===== src/rtl/cpu_io_pkg.sv =====
// Shared sizing for the CPU input-port / interrupt peripheral, plus a channel-slice helper.
package cpu_io_pkg;

   localparam int IO_WIDTH = 8;
   localparam int IO_NCH   = 4;
   localparam int IO_IDW   = $clog2(IO_NCH);

   // Extract channel n from a packed bus of IO_NCH channels of IO_WIDTH bits
   function automatic logic [IO_WIDTH-1:0] io_chan(input logic [IO_NCH*IO_WIDTH-1:0] bus,
                                                   input int n);
      return bus[n*IO_WIDTH +: IO_WIDTH];
   endfunction

endpackage


===== src/rtl/io_sync_edge.sv =====
// One channel of input synchronisation: a SYNC_STAGES-deep flop chain followed by a
// prev register, flagging any difference between the synced value and the previous one.
module io_sync_edge
   import cpu_io_pkg::*;
#(
   parameter int WIDTH       = IO_WIDTH,
   parameter int SYNC_STAGES = 2
) (
   input  logic             clk,
   input  logic             reset,
   input  logic [WIDTH-1:0] d,
   output logic [WIDTH-1:0] q,
   output logic             change
);

   logic [WIDTH-1:0] sync_p [SYNC_STAGES];
   logic [WIDTH-1:0] prev_p;

   // Synchroniser chain and previous-value register, both cleared asynchronously
   always_ff @(posedge clk or negedge reset) begin
      if (!reset) begin
         for (int i = 0; i < SYNC_STAGES; i++) sync_p[i] <= '0;
         prev_p <= '0;
      end else begin
         sync_p[0] <= d;
         for (int i = 1; i < SYNC_STAGES; i++) sync_p[i] <= sync_p[i-1];
         // prev tracks unconditionally so a re-enabled channel never fires on stale data
         prev_p <= sync_p[SYNC_STAGES-1];
      end
   end

   assign q      = sync_p[SYNC_STAGES-1];
   assign change = (sync_p[SYNC_STAGES-1] != prev_p);

endmodule


===== src/rtl/io_irq_ctrl.sv =====
// Input-side peripheral: synchronises NCH external ports, captures changed values for the
// CPU and raises a fixed-priority one-hot interrupt, cleared by an explicit acknowledge.
module io_irq_ctrl
   import cpu_io_pkg::*;
#(
   parameter  int WIDTH       = IO_WIDTH,
   parameter  int NCH         = IO_NCH,
   parameter  int SYNC_STAGES = 2,
   localparam int IDW         = (NCH > 1) ? $clog2(NCH) : 1
) (
   input  logic                 clk,
   input  logic                 reset,
   input  logic [NCH*WIDTH-1:0] ext_in,
   input  logic [NCH-1:0]       en,
   input  logic                 ack,
   input  logic [IDW-1:0]       ack_id,
   output logic [NCH*WIDTH-1:0] cpu_in,
   output logic [NCH-1:0]       ie,
   output logic                 irq_any,
   output logic [IDW-1:0]       irq_id,
   output logic [NCH-1:0]       overrun
);

   logic [WIDTH-1:0] sync_val [NCH];
   logic [NCH-1:0]   raw_chg;
   logic [NCH-1:0]   chg;
   logic [NCH-1:0]   ack_hit;
   logic [NCH-1:0]   pending;
   logic [NCH-1:0]   req;
   logic [NCH-1:0]   ie_nxt;
   logic [IDW-1:0]   id_nxt;

   for (genvar g = 0; g < NCH; g++) begin : g_ch
      io_sync_edge #(
         .WIDTH       (WIDTH),
         .SYNC_STAGES (SYNC_STAGES)
      ) u_sync (
         .clk    (clk),
         .reset  (reset),
         .d      (ext_in[g*WIDTH +: WIDTH]),
         .q      (sync_val[g]),
         .change (raw_chg[g])
      );

      assign chg[g] = raw_chg[g] & en[g];
      // Only an ack naming a pending channel does anything; out-of-range ids match nothing
      assign ack_hit[g] = ack && (ack_id == IDW'(g)) && pending[g];
   end

   // Capture changed values and maintain pending/overrun flags; a change beats a same-edge ack
   always_ff @(posedge clk or negedge reset) begin
      if (!reset) begin
         cpu_in  <= '0;
         pending <= '0;
         overrun <= '0;
      end else begin
         for (int n = 0; n < NCH; n++) begin
            if (chg[n]) begin
               cpu_in[n*WIDTH +: WIDTH] <= sync_val[n];
               pending[n]               <= 1'b1;
               overrun[n]               <= ack_hit[n] ? 1'b0 : (overrun[n] | pending[n]);
            end else if (ack_hit[n]) begin
               pending[n] <= 1'b0;
               overrun[n] <= 1'b0;
            end
         end
      end
   end

   assign req = pending & en;

   // Fixed-priority encoder: lowest-index enabled pending channel wins
   always_comb begin
      ie_nxt = '0;
      id_nxt = '0;
      for (int n = NCH - 1; n >= 0; n--) begin
         if (req[n]) begin
            ie_nxt    = '0;
            ie_nxt[n] = 1'b1;
            id_nxt    = IDW'(n);
         end
      end
   end

   // Register the request together with its summary bits so they always agree
   always_ff @(posedge clk or negedge reset) begin
      if (!reset) begin
         ie      <= '0;
         irq_any <= 1'b0;
         irq_id  <= '0;
      end else begin
         ie      <= ie_nxt;
         irq_any <= |ie_nxt;
         irq_id  <= id_nxt;
      end
   end

endmodule


===== config.mk =====
export PLATFORM = sky130hd
export DESIGN_NAME = io_irq_ctrl
export DESIGN_NICKNAME = d
export VERILOG_FILES = /design/src/rtl/cpu_io_pkg.sv /design/src/rtl/io_sync_edge.sv /design/src/rtl/io_irq_ctrl.sv
export SDC_FILE = /design/constraint.sdc
export NUM_CORES = 1
export LEC_CHECK = 0
export CAP_MARGIN = 20
export CORE_MARGIN = 3
export CORE_UTILIZATION = 57
export CTS_BUF_LIST = sky130_fd_sc_hd__clkbuf_4
export CTS_CLUSTER_DIAMETER = 120
export DETAILED_ROUTE_END_ITERATION = 7
export PLACE_DENSITY = 0.86
export SLEW_MARGIN = 20
export SYNTH_ARGS = -nofsm -noshare
export SYNTH_HDL_FRONTEND = slang
export SYNTH_SLANG_ARGS = --single-unit

===== constraint.sdc =====
create_clock -name clk -period 3.6 [get_ports clk]
set_input_delay 0.36 -clock clk [delete_from_list [all_inputs] [get_ports clk]]
set_output_delay 0.36 -clock clk [all_outputs]
set_load 0.02 [all_outputs]

==> summary.md <==
| Metric | Value |
|---|---|
| Outcome | `complete, no violations` |
| Crit path kind | `flop to primary output` |
| H-tree depth | `4` |
| Critical path buffer and inverter count | `1` |
| CTS sink count | `143` |
| R2R depth | `4` |
| Worst-path clk slew | `130 ps` |
| Commonest non-fill, non-tap cell in the layout | `dfrtp_1` |
| CTS tree | `done` |
| Relative slew margins | `38.5%` |
| Core ar. | `7490 um2` |
| Startpoint types | `flop` |
| Die Width | `95.2 um` |
| Initial antenna violation count | `0` |
| Syn_area_per_cell | `17.4 um2` |
| Fmax | `526 MHz` |
| Final Util | `78.2%` |
| Layout area overhead | `29.0%` |
| Synth Area in Adders | `0%` |
| Final instance area | `5850 um2` |
| Commonest non-fill, non-tap cells in the layout | `dfrtp_1, clkdlybuf4s50_1, xnor2_1, mux2_2, clkbuf_4` |
| Post-CTS setup buffers | `0` |
| Finished Layout Cells | `477` |
| CP max stage delay | `650 ps` |
| CTS resizes | `0` |
| Final period util | `52.8%` |
| Fin crit period | `1900 ps` |
| DP HPWL | `5200 um` |
| WL per Instance | `15.9 um` |
| Clock Path Buffers | `2` |
| Leak | `2.50 nW` |
| Fin. Hold Viols | `0` |
| DRT iter0 DRCs | `86` |
| Final wirelength | `7580 um` |
| Unrepaired setup endpoints after global routing | `false` |
| Setup violations, final | `0` |
| Slowest stage cell, crit path | `clkdlybuf4s50_1` |
| Overall die height | `95.2 um` |
| TNS Setup | `0 ps` |
| Number of synthesized register bits | `143` |
| Post-DRT Antenna Nets | `0` |
| Layout cells sized above 1 | `18.8%` |
| Post-Syn Instances | `261` |
| Synth area leader | `dfrtp_1` |
| Largest net degree at the start of global routing | `111` |
| Starting Density | `60.6%` |
| WP data arrival | `1540 ps` |
| Post-DP Area | `5500 um2` |
| Synth cell types | `17` |
| DR DRC count | `0` |
| Vias per inst | `4.91` |
| CP Depth | `1` |
| Hold slack final | `265 ps` |
| Syn Nets | `302` |
| Tot GR Track Use | `19.0%` |
| Total CTS buffers | `17` |
| DR vias | `2,343` |
| I/O Pins | `84` |
| Critical Path RT | `3240 ps` |
| Skew-Pair Late Insertion Delay | `510 ps` |
| Worst clock skew | `16.9 ps` |
| Hold depth | `1` |
| Hold-fix buffers, CTS | `1` |
| Yosys warnings | `0` |
| RD Place Congestion | `0.740` |
| HP Class | `primary input to flop` |
| Worst slew pin tran | `922 ps` |
| Remaining Overflow, GRT | `0` |
| Largest delay share family, worst path | `buffers and inverters` |
| Max Cap Violations | `0` |
| Global-route wire length before repair | `12,300 um` |
| Leading post-synthesis cells by cell area | `dfrtp_1, mux2_2, xnor2_1` |
| Max-slew violations | `0` |
| Max IR drop VDD | `0.000521 V` |
| Vias in the first global route | `2,581` |
| Synth Cell Area | `4540 um2` |
| Post-synthesis compound-gate area fraction | `2.87%` |
| Simple-gate area share of the yosys netlist | `3.42%` |
| Final net count | `406` |
| Placed cells | `444` |
| Sequence of cells on the critical path | `clkdlybuf4s50_1` |
| Clock root cell | `clkbuf_4` |
| Share of the synthesized area in the top cell type | `78.9%` |
| DR pass1 iterations | `4` |
| Mux cell area share after synthesis | `8.16%` |
| CP max FO | `3` |
| Post-Synth XOR/XNOR Area | `6.18%` |
| Row cnt | `31` |
| Seq/Total Area, Yosys | `78.9%` |
| Die outline area | `9070 um2` |
| I/O Buffers | `83` |
| CP endpoint kind | `primary output` |
| PwrDens | `560 nW/um2` |
| Largest family of logic cells by synthesized area | `multiplexers` |
| Inserted Diodes | `0` |
per-layer routing:
metal  GRT usage [%]  part of all wire, %  up-vias  routed length (um)
li1                -                    -     1091                   -
met1            22.9                   41     1179                3140
met2            30.8                   52       64                3930
met3            8.13                  5.6        9                 427
met4            6.85                  1.2        0                  88
met5               0                    0        -                   0
cells in the mapped netlist:
master,instances
nand3b_1,1
clkbuf_1,1
o21ai_4,4
nor2_1,3
nand4_1,9
and2_1,1
nand3_1,3
dfrtp_1,143
nand4b_1,1
nand2_1,10
inv_1,5
a21oi_1,7
xnor2_1,32
nand2b_1,2
o21ai_0,6
mux2i_1,1
mux2_2,32
kinds of logic after synthesis:
kind of cell	after synthesis
multiplexers	33
AND/OR/NAND/NOR	30
buffers and inverters	6
AO/OA/AOI/OAI	17
flip-flops	143
XOR/XNOR	32
registers in the layout (all words and copies together), names as in the netlist:
signal              flops
cpu_in                 32
g_ch.u_sync.prev_p     32
g_ch.u_sync.q          32
g_ch.u_sync.sync_p     32
ie                      4
overrun                 4
pending                 4
irq_id                  2
irq_any                 1
final cells by class:
type / count / area (um2)
fill: 418 / 1630
clock buffer: 18 / 135
tap: 99 / 124
timing repair buffer: 86 / 857
clock inverter: 14 / 204
inverter: 5 / 18.8
sequential: 143 / 3580
multi-input combinational: 112 / 936
report_power, final:
part / internal [mW] / total [mW] / switching (mW)
sequential: 1.71 / 1.77 / 0.0600
clock: 0.574 / 1.16 / 0.581
combinational: 0.187 / 0.356 / 0.168
worst reg2reg max path: stages (launching register included):
cell,delay [ps]
dfrtp_1,420
xnor2_1,200
nand4_1,190
o21ai_4,370
mux2_2,390
stage by stage:
stage,power [mW],worst slack (ps)
floorplan,1.95,2170
global placement,2.14,2020
detailed placement,2.16,1950
CTS,3.32,1650
global route,3.42,1570
finish,3.28,1700
final timing paths:
path	start	to	slack (ps)
max in group asynchronous	reset	pending[1]	2260
min	ext_in[19]	g_ch[2].u_sync.sync_p[11]	270
max	overrun[2]	overrun[2]	1700
max reg2reg	g_ch[1].u_sync.q[1]	cpu_in[12]	1900
min in group asynchronous	reset	g_ch[2].u_sync.sync_p[10]	530
min reg2reg	g_ch[3].u_sync.sync_p[13]	g_ch[3].u_sync.q[5]	350
Power figures use the tool's default switching activity.
